--- src/rtl/diff_tx_serializer_if.sv ---
// Word handshake between on-chip producer logic and the link serializer.
// The producer holds in_data/in_valid until in_ready is seen high on a clock edge.
interface diff_tx_serializer_if #(
    parameter int WIDTH = 16
) ();
    logic [WIDTH-1:0] in_data;
    logic             in_valid;
    logic             in_ready;

    // Producer side: offers words, watches ready.
    modport master (output in_data, output in_valid, input in_ready);
    // Serializer side: consumes words, drives ready.
    modport slave  (input in_data, input in_valid, output in_ready);
endinterface

--- src/rtl/diff_tx_serializer.sv ---
// Source-synchronous serializer for the chip-to-chip differential link.
// Words are shifted out MSB first with a gated forwarded clock whose rising edge
// sits in the middle of each bit, followed by an idle gap so the receiver can
// re-frame. Every output comes straight from a flop: the next-state logic is
// evaluated once and both the FSM state and the pad-facing outputs are
// registered from it, so outputs reflect the state entered on the same edge.
module diff_tx_serializer #(
    parameter int WIDTH    = 16,
    parameter int DIV      = 1,
    parameter int GAP_BITS = 2
) (
    input  logic                 clk,
    input  logic                 rst,
    diff_tx_serializer_if.slave  in_bus,
    output logic                 tx_clk,
    output logic                 tx_data,
    output logic                 tx_en,
    output logic                 busy
);

    localparam int PH_W    = $clog2(2 * DIV);
    localparam int BIT_W   = $clog2(WIDTH);
    localparam int GAP_CYC = GAP_BITS * 2 * DIV;
    localparam int GAP_W   = (GAP_CYC > 1) ? $clog2(GAP_CYC) : 1;

    // Last phase of a bit period (forwarded-clock falling edge follows it).
    localparam logic [PH_W-1:0]  PH_LAST  = PH_W'(2 * DIV - 1);
    // First phase in which the forwarded clock is high (mid-bit).
    localparam logic [PH_W-1:0]  PH_RISE  = PH_W'(DIV);
    localparam logic [BIT_W-1:0] BIT_LAST = BIT_W'(WIDTH - 1);
    localparam logic [GAP_W-1:0] GAP_LAST = GAP_W'((GAP_CYC > 0) ? (GAP_CYC - 1) : 0);

    typedef enum logic [1:0] {
        IDLE  = 2'd0,
        SHIFT = 2'd1,
        GAP   = 2'd2
    } state_t;

    state_t             state,   state_n;
    logic [PH_W-1:0]    phase,   phase_n;
    logic [BIT_W-1:0]   bit_cnt, bit_cnt_n;
    logic [GAP_W-1:0]   gap_cnt, gap_cnt_n;
    logic [WIDTH-1:0]   shreg,   shreg_n;

    logic               in_ready_q, in_ready_n;
    logic               tx_clk_q,   tx_clk_n;
    logic               tx_data_q,  tx_data_n;
    logic               tx_en_q,    tx_en_n;
    logic               busy_q,     busy_n;

    assign in_bus.in_ready = in_ready_q;
    assign tx_clk          = tx_clk_q;
    assign tx_data         = tx_data_q;
    assign tx_en           = tx_en_q;
    assign busy            = busy_q;

    // Next-state, counter and output decode; outputs are derived from the
    // state being entered so the registered copies line up with it.
    always_comb begin
        state_n   = state;
        phase_n   = phase;
        bit_cnt_n = bit_cnt;
        gap_cnt_n = gap_cnt;
        shreg_n   = shreg;

        case (state)
            IDLE: begin
                if (in_bus.in_valid && in_ready_q) begin
                    shreg_n   = in_bus.in_data;
                    phase_n   = '0;
                    bit_cnt_n = '0;
                    state_n   = SHIFT;
                end
            end

            SHIFT: begin
                if (phase == PH_LAST) begin
                    // Falling edge of the forwarded clock: advance to the next bit.
                    phase_n = '0;
                    shreg_n = {shreg[WIDTH-2:0], 1'b0};
                    if (bit_cnt == BIT_LAST) begin
                        bit_cnt_n = '0;
                        gap_cnt_n = '0;
                        state_n   = (GAP_CYC > 0) ? GAP : IDLE;
                    end else begin
                        bit_cnt_n = bit_cnt + BIT_W'(1);
                    end
                end else begin
                    phase_n = phase + PH_W'(1);
                end
            end

            GAP: begin
                if (gap_cnt == GAP_LAST) begin
                    gap_cnt_n = '0;
                    state_n   = IDLE;
                end else begin
                    gap_cnt_n = gap_cnt + GAP_W'(1);
                end
            end

            default: begin
                state_n = IDLE;
            end
        endcase

        in_ready_n = (state_n == IDLE);
        busy_n     = (state_n != IDLE);
        tx_en_n    = (state_n != IDLE);
        // Clock and data are forced low outside SHIFT so the lanes idle quietly.
        tx_clk_n   = (state_n == SHIFT) && (phase_n >= PH_RISE);
        tx_data_n  = (state_n == SHIFT) && shreg_n[WIDTH-1];
    end

    // State, counters, shift register and registered outputs.
    always_ff @(posedge clk or posedge rst) begin
        if (rst) begin
            state      <= IDLE;
            phase      <= '0;
            bit_cnt    <= '0;
            gap_cnt    <= '0;
            shreg      <= '0;
            in_ready_q <= 1'b1;
            tx_clk_q   <= 1'b0;
            tx_data_q  <= 1'b0;
            tx_en_q    <= 1'b0;
            busy_q     <= 1'b0;
        end else begin
            state      <= state_n;
            phase      <= phase_n;
            bit_cnt    <= bit_cnt_n;
            gap_cnt    <= gap_cnt_n;
            shreg      <= shreg_n;
            in_ready_q <= in_ready_n;
            tx_clk_q   <= tx_clk_n;
            tx_data_q  <= tx_data_n;
            tx_en_q    <= tx_en_n;
            busy_q     <= busy_n;
        end
    end

endmodule

--- src/flat_wrapper.sv ---
// flat-port wrapper written by rule: the top's interface ports become plain ports
module diff_tx_serializer_flat 
#(
    parameter int WIDTH    = 16,
    parameter int DIV      = 1,
    parameter int GAP_BITS = 2
)
  (clk, rst, tx_clk, tx_data, tx_en, busy, in_bus_in_data, in_bus_in_valid, in_bus_in_ready);
  diff_tx_serializer_if #(.WIDTH(WIDTH)) in_bus_i ();
  input  logic clk;
  input  logic rst;
  output logic tx_clk;
  output logic tx_data;
  output logic tx_en;
  output logic busy;
  input wire logic [$bits(in_bus_i.in_data)-1:0] in_bus_in_data;
  input wire logic [$bits(in_bus_i.in_valid)-1:0] in_bus_in_valid;
  output wire logic [$bits(in_bus_i.in_ready)-1:0] in_bus_in_ready;
  assign in_bus_i.in_data = in_bus_in_data;
  assign in_bus_i.in_valid = in_bus_in_valid;
  assign in_bus_in_ready = in_bus_i.in_ready;
  diff_tx_serializer #(.WIDTH(WIDTH), .DIV(DIV), .GAP_BITS(GAP_BITS)) u_core (.clk(clk), .rst(rst), .in_bus(in_bus_i), .tx_clk(tx_clk), .tx_data(tx_data), .tx_en(tx_en), .busy(busy));
endmodule
--- config.mk ---
export PLATFORM = sky130hd
export DESIGN_NAME = diff_tx_serializer_flat
export DESIGN_NICKNAME = d
export VERILOG_FILES = /design/src/rtl/diff_tx_serializer_if.sv /design/src/rtl/diff_tx_serializer.sv /design/src/flat_wrapper.sv
export SDC_FILE = /design/constraint.sdc
export NUM_CORES = 1
export LEC_CHECK = 0
export ABC_AREA = 1
export BUFFER_PORTS_ARGS = -buffer_cell sky130_fd_sc_hd__buf_2
export CORE_UTILIZATION = 24
export DETAILED_ROUTE_END_ITERATION = 6
export SLEW_MARGIN = 20
export SYNTH_ARGS = -nofsm -noshare
export SYNTH_HDL_FRONTEND = slang
export SYNTH_SLANG_ARGS = --single-unit
--- constraint.sdc ---
create_clock -name clk -period 1.9 [get_ports clk]
set_clock_uncertainty 0.1 [all_clocks]
set_input_delay 0.285 -clock clk [delete_from_list [all_inputs] [get_ports clk]]
set_output_delay 0.285 -clock clk [all_outputs]
set_load 0.01 [all_outputs]
======== Word level (Yosys, flattened, before mapping) ========
Cells that the tools add are included.
operators by class
  reduce and logical (&&, ||, !) cells .... 10
  multiplexer cells ....................... 19
  $add $sub $neg .......................... 3
  equality and inequality tests ........... 8
  magnitude comparators ................... 1
operator list
  kind                                                                    number
  16-bit two-way mux                                                      2
  16-bit one-hot mux with 2 select lines                                  1
  2-bit two-way mux                                                       7
  4-bit two-way mux                                                       3
  4-bit one-hot mux with 2 select lines                                   1
  2-bit by 1-bit != test with 1-bit output (second input constant)        3
  2-bit one-hot mux with 3 select lines                                   1
  3-bit AND reduction                                                     2
  2-bit nonzero test                                                      3
  4-bit by 1-bit adder with 4-bit output (second input constant)          1
  2-bit by 1-bit equality test with 1-bit output (second input constant)  2
  2-bit equality test (second input constant)                             2
  4-bit equality test (second input constant)                             1
  2-bit zero test                                                         2
  2-bit one-hot mux with 2 select lines                                   1
  1-bit logical AND                                                       3
  2-bit by 1-bit adder with 2-bit output (second input constant)          1
  1-bit two-way mux                                                       2
  1-bit one-hot mux with 2 select lines                                   1
  1-bit adder (second input constant)                                     1
  1-bit >= comparator (second input constant)                             1
storage, ports and cells
  bits in registers ....................... 29
  input bits .............................. 19
  output and inout port bits .............. 5
  word-level logic and storage cells ...... 51

======== Depth between registers and ports, before layout ========
Gate-level depths: netlist (run 1).
  depth in word-level cells ............... 6
  gate-level depth with buffers ........... 8
  gate-level depth less buffers ........... 7

======== Worst setup path after synthesis (run 1) ========
Ideal clock, no wire load.
  path kind ............................... reg2reg
  from .................................... register u_core.in_ready_q (netlist: u_core.in_bus.in_ready)
  to ...................................... register u_core.shreg[10]
  data arrival time ....................... 1.098 ns
  clock period less this slack ............ 1.321 ns
  cell stages (with the launch flop) ...... 9
  setup time .............................. 0.124 ns
  buffers on the path ..................... 1
  path slack .............................. 0.579 ns
  data required time ...................... 1.676 ns
  cells stage by stage .................... dfstp_2 > nand2_1 > inv_1 > nand2_2 > inv_2 > nor2_4 > buf_6 > nand2_1 > nand3_1
between the ends
  cells in the longest elaborated chain, start to end .. 3
RTL lines
  element                                             line                       RTL
  from (decl)                                         diff_tx_serializer.sv:45   logic in_ready_q, in_ready_n;
  from (signal assigned)                              diff_tx_serializer.sv:134  in_ready_q <= in_ready_n;
  1-bit logical AND                                   diff_tx_serializer.sv:68   if (in_bus.in_valid && in_ready_q) begin
  2-bit by 1-bit != test with 1-bit output (no line)  --
  3-bit AND reduction (no line)                       --
  to (signal assigned)                                diff_tx_serializer.sv:133  shreg <= shreg_n;
  to (decl)                                           diff_tx_serializer.sv:43   logic [WIDTH-1:0] shreg, shreg_n;
Every way passes these cells.
A chain may end at the register's enable or synchronous reset.

======== Worst setup path after layout (run 1) ========
  from .................................... register u_core.state[1]
  to ...................................... register u_core.shreg[7]
between the ends
  cells in the longest elaborated chain, start to end .. 3
  elaborated cells between the ends (all ways) .. 7
  those cells by class .................... 3 x eq/ne; 1 x mux; 3 x reduce/logical
RTL lines
  element                                                                                   line                       RTL
  from (decl)                                                                               diff_tx_serializer.sv:39   state_t state, state_n;
  from (signal assigned)                                                                    diff_tx_serializer.sv:129  state <= state_n;
  2-bit by 1-bit equality test with 1-bit output or 2-bit zero test (tied branches)         diff_tx_serializer.sv:66   case (state)
  2-bit by 1-bit != test with 1-bit output (no line) or 2-bit nonzero test (tied branches)  --
  3-bit AND reduction (no line)                                                             --
Several ways; a longest one is shown, not always the timed one.

==> tab_implementation.tex, run 1 <==
\begin{tabular}{lr}
\hline
Metric & Value \\
\hline
\multicolumn{2}{l}{\textbf{Final layout}} \\
Fillers & 587 \\
\# diodes & 0 \\
Share of cells above drive strength 1 & 23.8\% \\
Signed area change from the synthesized netlist to the final layout & 19.5\% \\
Count of nets after finishing & 206 \\
FF/Latch Area & 727 um\^{}2 \\
Multi-input logic area & 533 um\^{}2 \\
\multicolumn{2}{l}{\textbf{CTS}} \\
Clock buffers created by TritonCTS & 5 \\
Cell at the root of the clock tree & sky130\_fd\_sc\_hd\_\_clkbuf\_8 \\
Clk buf depth & 2 \\
TritonCTS clock tree & yes \\
Clock slew at reported path FFs & 60 ps \\
Skew-Pair Late Insertion Delay & 280 ps \\
Clock Sinks & 29 \\
H-tree depth reported by CTS & 2 \\
Resized cells post-CTS & 0 \\
\multicolumn{2}{l}{\textbf{Timing}} \\
Slew at the pin closest to its max-slew limit & 460 ps \\
Final number of hold-violating endpoints & 0 \\
Share of the cycle needed by the critical path after routing & 81.8\% \\
Final setup viols & 0 \\
Remaining max-slew budget at the tightest pin & 69.3\% \\
Total negative slack for setup checks & 0 ps \\
Final-layout worst hold slack & 104 ps \\
Minimum clock period & 1550 ps \\
Unrepaired setup endpoints after global routing & false \\
Final Max Tran Viols & 0 \\
Maximum clock frequency & 0.643 GHz \\
\multicolumn{2}{l}{\textbf{Critical path}} \\
Worst Path Arrival & 1670 ps \\
Worst Setup Path Type & flop to flop \\
R2R Setup Slk & 350 ps \\
Critical path launch point type & flop \\
Reg-to-reg critical path endpoint & u\_core.shreg[7] \\
R2r startpoint & u\_core.state[1] \\
Critical path peak fanout & 20 \\
Sort of element at the end of the critical path & flop \\
Required arrival time at the worst endpoint & 2020 ps \\
Register-to-Register Path Depth & 6 \\
\multicolumn{2}{l}{\textbf{Synth}} \\
Synth Register Bits & 29 \\
Count of distinct cell types in the synthesized netlist & 23 \\
Nets in the synthesized netlist & 179 \\
Synthesized area divided by synthesized cell count & 8.55 um\^{}2 \\
Cell count after synthesis & 158 \\
Part of the Yosys area used for sequential elements & 53.8\% \\
Number of synthesis warnings & 0 \\
Cell area after technology mapping & 0.00135 mm\^{}2 \\
\multicolumn{2}{l}{\textbf{Detailed routing}} \\
Vias per cell & 4.25 \\
Count of TritonRoute iterations in the first routing pass & 5 \\
Routed WL & 2570 um \\
Initial detailed-routing violation count & 35 \\
Vias & 1084 \\
Post-detailed-route wirelength per cell & 10.1 um \\
Post-detailed-route count of antenna-violating nets & 0 \\
Count of unresolved DRC violations after routing & 0 \\
\multicolumn{2}{l}{\textbf{Floorplan}} \\
Area inside the core boundary & 0.00527 mm\^{}2 \\
Die span in y & 77.0 um \\
Area enclosed by the die boundary & 0.00593 mm\^{}2 \\
I/O pins & 24 \\
Width of the chip & 77.0 um \\
Effective utilization at floorplan & 25.6\% \\
Number of core rows & 26 \\
\multicolumn{2}{l}{\textbf{Global routing}} \\
Antenna violations before repair & 0 \\
Pin count of the biggest net entering global routing & 21 \\
First-pass GRT wire length & 4440 um \\
Total global routing track utilization & 9.68\% \\
Overall overflow remaining after global route & 0 \\
Via count of the first global-routing pass & 1002 \\
\multicolumn{2}{l}{\textbf{Hold path}} \\
Hold path depth & 3 \\
Hold path endpoint & u\_core.shreg[0] \\
Class of the worst hold path & input port to flop \\
Start point of the worst hold path & in\_bus\_in\_data[0] \\
\multicolumn{2}{l}{\textbf{Run status}} \\
Outcome & completed \\
\multicolumn{2}{l}{\textbf{Place}} \\
IO Port Bufs & 23 \\
Final RePlAce weighted congestion & 0.706 \\
Hpwl dp & 1830 um \\
\multicolumn{2}{l}{\textbf{Run}} \\
Max Cap Viol & 0 \\
\multicolumn{2}{l}{\textbf{Power and ir drop}} \\
Power density relative to cell area & 1210 mW/mm\^{}2 \\
Max rail drop VDD & 0.000525 V \\
Leakage power & 0.861 nW \\
\hline
\end{tabular}
-- state kept, by name (all words and copies together) (netlist names) --
register,cells
u_core.in_bus.in_ready,1
u_core.shreg,16
u_core.tx_data,1
u_core.bit_cnt,4
u_core.state,2
u_core.tx_clk,1
u_core.gap_cnt,2
u_core.phase,1
u_core.tx_en,1
-- layout make-up --
type                            instances  area share (%)
Sequential cell                        29            45.0
Tap cell                               70            5.42
Inverter                               13            3.02
Timing Repair Buffer                   25            8.21
Clock buffer                            7            5.34
Multi-Input combinational cell        111            33.0
-- cells in the final DEF (no fill, tap or decap), types with 2 or more instances in the layout --
cell type                  instances
sky130_fd_sc_hd__nand2_1          65
sky130_fd_sc_hd__dfrtp_1          28
sky130_fd_sc_hd__nand3_1          25
sky130_fd_sc_hd__buf_2            23
sky130_fd_sc_hd__inv_1            10
sky130_fd_sc_hd__clkbuf_8          6
sky130_fd_sc_hd__inv_2             3
sky130_fd_sc_hd__nor2_2            3
sky130_fd_sc_hd__nand2_2           3
sky130_fd_sc_hd__nor2_1            2
sky130_fd_sc_hd__a21oi_1           2
sky130_fd_sc_hd__o21ai_0           2
sky130_fd_sc_hd__ha_1              2
-- worst max-delay path, stage by stage, from the launching register on --
cell and delay [ps]:
sky130_fd_sc_hd__dfrtp_1 470, sky130_fd_sc_hd__nor2_2 80, sky130_fd_sc_hd__nand2_2 100, sky130_fd_sc_hd__inv_2 130, sky130_fd_sc_hd__nor2_4 400, sky130_fd_sc_hd__nand2_1 110
sky130_fd_sc_hd__nand3_1 90
-- timing repair --
action                    CTS  global route
hold endpoints to repair    8             0
setup buffers               0             0
hold buffers                1             0
-- cells in the mapped netlist (all sizes together) --
master	instances	area share [%]
dfrtp	28	52
nand3b	1	0.56
nand2	69	20
a21oi	2	0.74
clkbuf	1	0.56
nand3	25	9.3
nor2	7	4.3
dfstp	1	1.9
ha	2	1.9
inv	13	3.6
or2	1	0.46
o21ai	3	1.4
xor2	1	0.65
buf	4	2.6
-- metrics by stage --
stage	util [%]	std cells	total power [W]	setup slack (ps)	area (um^2)
after global placement	28.8	247	0.00145	411	1520
final	30.7	255	0.00195	346	1620
after CTS	30.7	255	0.00198	334	1620
after global routing	30.7	255	0.00210	196	1620
after floorplan	-	158	0.00136	579	1350
after detailed placement	28.8	247	0.00146	372	1520
-- where the power goes --
group / switching, W / internal, W
clock network: 0.000227 / 0.000287
registers: 0.0000945 / 0.000771
logic: 0.000364 / 0.000211
-- how the worst max path moves through the flow --
stage          slack (ps)                 to  cells after the start              startpoint
3_3_place_gp          410  u_core.bit_cnt[2]                      8         in_bus_in_valid
4_1_cts               330    u_core.shreg[7]                      6         u_core.state[1]
6_report              350    u_core.shreg[7]                      6         u_core.state[1]
5_1_grt               200   u_core.shreg[10]                      6         u_core.state[1]
2_1_floorplan         580   u_core.shreg[10]                      8  u_core.in_bus.in_ready
3_5_place_dp          370   u_core.shreg[14]                      6         u_core.state[1]
-- layer usage --
metal  track usage, %  vias to the layer above  share of wire [%]
met2             14.7                       24                 45
met4             2.83                        0               0.89
met5                0                        -                  0
li1                 -                      550                  -
met1             12.0                      507                 49
met3             4.88                        3                5.8
-- kinds of logic after synthesis --
kind of cell               share of synthesized area, %
buffers and inverters                              6.76
adders and majority gates                          1.85
xor gates and xnor gates                          0.648
AOI/OAI and AO/OA                                  2.13
and+or+nand+nor                                    34.8
DFF                                                53.8
(Power assumes the default switching activity.)
==> inputs of run 2 (changes only) <==
--- a/config.mk
+++ b/config.mk
@@ -5,7 +5,7 @@
 export SDC_FILE = /design/constraint.sdc
 export NUM_CORES = 1
 export LEC_CHECK = 0
-export ABC_AREA = 1
+export ABC_AREA = 0
 export BUFFER_PORTS_ARGS = -buffer_cell sky130_fd_sc_hd__buf_2
 export CORE_UTILIZATION = 24
 export DETAILED_ROUTE_END_ITERATION = 6
==> constraint.sdc (replaced) <==
create_clock -name clk -period 1.4 [get_ports clk]
set_clock_uncertainty 0.1 [all_clocks]
set_input_delay 0.21 -clock clk [delete_from_list [all_inputs] [get_ports clk]]
set_output_delay 0.21 -clock clk [all_outputs]
set_load 0.01 [all_outputs]
==> tab_implementation.tex, run 2 <==
\begin{tabular}{lr}
\hline
Metric & Value \\
\hline
\multicolumn{2}{l}{\textbf{Global routing}} \\
Via count of the first global-routing pass & 1150 (+15\%) \\
Pin count of the biggest net entering global routing & 30 (+43\%) \\
Total global routing track utilization & 11.6\% (+1.9 points) \\
First-pass GRT wire length & 5440 um (+23\%) \\
Overall overflow remaining after global route & 0 (unchanged) \\
Antenna violations before repair & 0 (unchanged) \\
\multicolumn{2}{l}{\textbf{Floorplan}} \\
Width of the chip & 78.4 um (+1.8\%) \\
I/O pins & 24 (unchanged) \\
Effective utilization at floorplan & 25.2\% (-0.48 points) \\
Area inside the core boundary & 0.00557 mm\^{}2 (+5.8\%) \\
Die span in y & 78.4 um (+1.8\%) \\
Number of core rows & 27 (+3.8\%) \\
Area enclosed by the die boundary & 0.00615 mm\^{}2 (+3.7\%) \\
\multicolumn{2}{l}{\textbf{Final layout}} \\
Registers with the most flip-flops & u\_core.shreg (16), u\_core.bit\_cnt (4) \\
Most frequent standard cell in the layout excluding fill and tap cells & sky130\_fd\_sc\_hd\_\_dfrtp\_1 \\
Number of flip-flops in the largest register & 16 (unchanged) \\
Share of cells above drive strength 1 & 39.4\% (+16 points) \\
\# diodes & 0 (unchanged) \\
Reg with most FFs & u\_core.shreg \\
Top library cells by usage in the layout, fill and taps aside & sky130\_fd\_sc\_hd\_\_dfrtp\_1, sky130\_fd\_sc\_hd\_\_buf\_2, sky130\_fd\_sc\_hd\_\_buf\_4, sky130\_fd\_sc\_hd\_\_a22o\_1, sky130\_fd\_sc\_hd\_\_a21o\_1 \\
Final non-filler cell area & 0.00188 mm\^{}2 (+16\%) \\
Count of nets after finishing & 186 (-9.7\%) \\
Final core occ & 33.7\% (+3.0 points) \\
Signed area change from the synthesized netlist to the final layout & 33.8\% \\
\multicolumn{2}{l}{\textbf{CTS}} \\
Cell at the root of the clock tree & sky130\_fd\_sc\_hd\_\_clkbuf\_8 \\
H-tree depth reported by CTS & 2 (unchanged) \\
Skew-Pair Late Insertion Delay & 270 ps (about the same) \\
Clock slew at reported path FFs & 60 ps (about the same) \\
Clk buf depth & 2 (unchanged) \\
Clock buffers created by TritonCTS & 5 (unchanged) \\
Clock Sinks & 29 (unchanged) \\
TritonCTS clock tree & yes \\
\multicolumn{2}{l}{\textbf{Timing}} \\
Share of the cycle needed by the critical path after routing & 103\% (+21 points) \\
Maximum clock frequency & 0.692 GHz (+7.6\%) \\
Final-layout worst hold slack & 62.6 ps (-41.2 ps) \\
Min setup slack post-route & -44.9 ps (-391 ps) \\
Slew at the pin closest to its max-slew limit & 405 ps (-55.0 ps) \\
Remaining max-slew budget at the tightest pin & 73.0\% (+3.7 points) \\
Minimum clock period & 1440 ps (-109 ps) \\
Final Max Tran Viols & 0 (unchanged) \\
Unrepaired setup endpoints after global routing & true \\
Final setup viols & 11 (+11) \\
Final number of hold-violating endpoints & 0 (unchanged) \\
\multicolumn{2}{l}{\textbf{Place}} \\
Post-placement cell area & 0.00169 mm\^{}2 (+11\%) \\
Worst slack at placement & -138 ps (-510 ps) \\
IO Port Bufs & 23 (unchanged) \\
Final RePlAce weighted congestion & 0.753 (+6.6\%) \\
Hpwl dp & 2110 um (+15\%) \\
\multicolumn{2}{l}{\textbf{Hold path}} \\
Hold path depth & 3 (unchanged) \\
Hold path endpoint & u\_core.tx\_data \\
Start point of the worst hold path & in\_bus\_in\_data[15] \\
Class of the worst hold path & input port to flop \\
\multicolumn{2}{l}{\textbf{Synth}} \\
Top cell type by total area after synthesis & sky130\_fd\_sc\_hd\_\_dfrtp\_1 \\
Async S/R FF share, synth & 100\% (unchanged) \\
Part of the Yosys area used for sequential elements & 51.8\% (-2.0 points) \\
Nets in the synthesized netlist & 140 (-22\%) \\
Number of enable flip-flop cells after synthesis & 0 (unchanged) \\
Top cell types by occurrence after synthesis & sky130\_fd\_sc\_hd\_\_dfrtp\_1, sky130\_fd\_sc\_hd\_\_a22o\_1, sky130\_fd\_sc\_hd\_\_a21o\_1 \\
Cell count after synthesis & 119 (-25\%) \\
Fraction of post-synthesis cell area in the top cell type by area & 50.0\% (-1.9 points) \\
Commonest register cell after synthesis & sky130\_fd\_sc\_hd\_\_dfrtp\_1 \\
Synth Register Bits & 29 (unchanged) \\
Count of distinct cell types in the synthesized netlist & 33 (+43\%) \\
Number of synthesis warnings & 0 (unchanged) \\
Cell area after technology mapping & 0.00140 mm\^{}2 (+3.8\%) \\
Synthesized area divided by synthesized cell count & 11.8 um\^{}2 (+38\%) \\
Synth top area cells & sky130\_fd\_sc\_hd\_\_dfrtp\_1, sky130\_fd\_sc\_hd\_\_a22o\_1, sky130\_fd\_sc\_hd\_\_a21o\_1, sky130\_fd\_sc\_hd\_\_buf\_6, sky130\_fd\_sc\_hd\_\_nand4bb\_4 \\
Library cell with the highest instance count after synthesis & sky130\_fd\_sc\_hd\_\_dfrtp\_1 \\
\multicolumn{2}{l}{\textbf{Power and ir drop}} \\
Final total power & 0.00375 W (+92\%) \\
Power density relative to cell area & 2000 mW/mm\^{}2 (+65\%) \\
Leakage power & 0.962 nW (+12\%) \\
Max rail drop VDD & 0.000837 V (+60\%) \\
\multicolumn{2}{l}{\textbf{Detailed routing}} \\
Initial detailed-routing violation count & 75 (+110\%) \\
Post-detailed-route count of antenna-violating nets & 0 (unchanged) \\
Count of unresolved DRC violations after routing & 0 (unchanged) \\
Routed WL & 3090 um (+20\%) \\
Vias per cell & 4.64 (+9.1\%) \\
Vias & 1099 (+1.4\%) \\
Post-detailed-route wirelength per cell & 13.0 um (+29\%) \\
Count of TritonRoute iterations in the first routing pass & 4 (-1) \\
\multicolumn{2}{l}{\textbf{Run}} \\
Max Cap Viol & 0 (unchanged) \\
\multicolumn{2}{l}{\textbf{Critical path}} \\
Register-to-Register Path Depth & 4 (-2) \\
Critical path peak fanout & 6 (-70\%) \\
R2R Setup Slk & -40 ps (-390 ps) \\
Critical path launch point type & flop \\
Required arrival time at the worst endpoint & 1460 ps (-560 ps) \\
Reg-to-reg critical path endpoint & u\_core.shreg[14] \\
Worst Path Arrival & 1510 ps (-160 ps) \\
Sort of element at the end of the critical path & flop \\
Worst Setup Path Type & flop to flop \\
R2r startpoint & u\_core.state[1] \\
\multicolumn{2}{l}{\textbf{Run status}} \\
Violations in the final reports & negative setup slack \\
Outcome & complete, but fails checks \\
\hline
\end{tabular}
[run 2: cell types whose count changed in the layout (fill, tap and decap cells not counted), sizes merged, moves of 9 or more]
cell,before,now
nand2,69,5
a21o,0,14
nand3,25,3
a22o,0,17
buf,24,46
inv,13,4
[run 2: kinds of logic (layout without fill, tap and decap cells)]
kind of cell,after synthesis,count (layout),synth area share [%]
mux,1,1,0.714
fa+ha+maj,2,2,1.78
compound gates,46,46,25.5
buf+inv,13,58,6.96
flops,29,29,51.8
simple gates,28,29,13.2
[run 2: how the worst max path moves through the flow]
stage	from	end	slack (ps)	cells after the start
finish	u_core.state[1]	u_core.shreg[14]	-40	4
global route	u_core.in_bus.in_ready	u_core.shreg[14]	-90	4
CTS	u_core.state[1]	u_core.shreg[3]	-30	4
detailed placement	u_core.in_bus.in_ready	u_core.bit_cnt[3]	-140	3
global placement	u_core.in_bus.in_ready	u_core.bit_cnt[3]	-100	3
floorplan	u_core.in_bus.in_ready	u_core.bit_cnt[2]	-130	5
[run 2: timing repair]
| action | 4_1_cts | 5_1_grt |
|---|---|---|
| buffers inserted | 1 | 0 |
| resized for setup | 10 | 11 |
| pin swaps | 4 | 5 |
| cloned | 1 | 0 |
| setup endpoints to repair | 20 | 25 |
| hold buffers | 1 | 0 |
| hold endpoints to repair | 28 | 0 |
[run 2: power by group]
group	switching, W	internal [W]
Clock	0.000305	0.000389
Combinational	0.000796	0.000877
Sequential	0.000215	0.00117
Total	0.00132	0.00244
[run 2: area by class of cell]
type                       count  area [um^2]
clock buffer                   7         86.3
sequential                    29          727
fill                         568         3700
inverter                       4         15.0
tap                           72         90.1
timing repair buffer          47          312
multi-input combinational     78          647
[run 2: stage by stage]
stage,std cells,setup TNS [ps]
floorplan,119,-930
global placement,227,-789
detailed placement,227,-1310
CTS,237,-290
global route,237,-979
finish,237,-209
[run 2: worst max-delay path: stages, from the launching register on]
cell and delay, ps:
sky130_fd_sc_hd__dfrtp_1 410, sky130_fd_sc_hd__and3b_2 300, sky130_fd_sc_hd__buf_4 170, sky130_fd_sc_hd__a22o_1 190, sky130_fd_sc_hd__a21o_1 160
[run 2: layer usage]
layer	track usage [%]	wire [um]	part of all wire, %	vias to the layer above
li1	-	-	-	535
met1	15.4	1550	50	539
met2	17.3	1390	45	23
met3	4.19	134	4.3	2
met4	4.07	10	0.32	0
met5	0	0	0	-
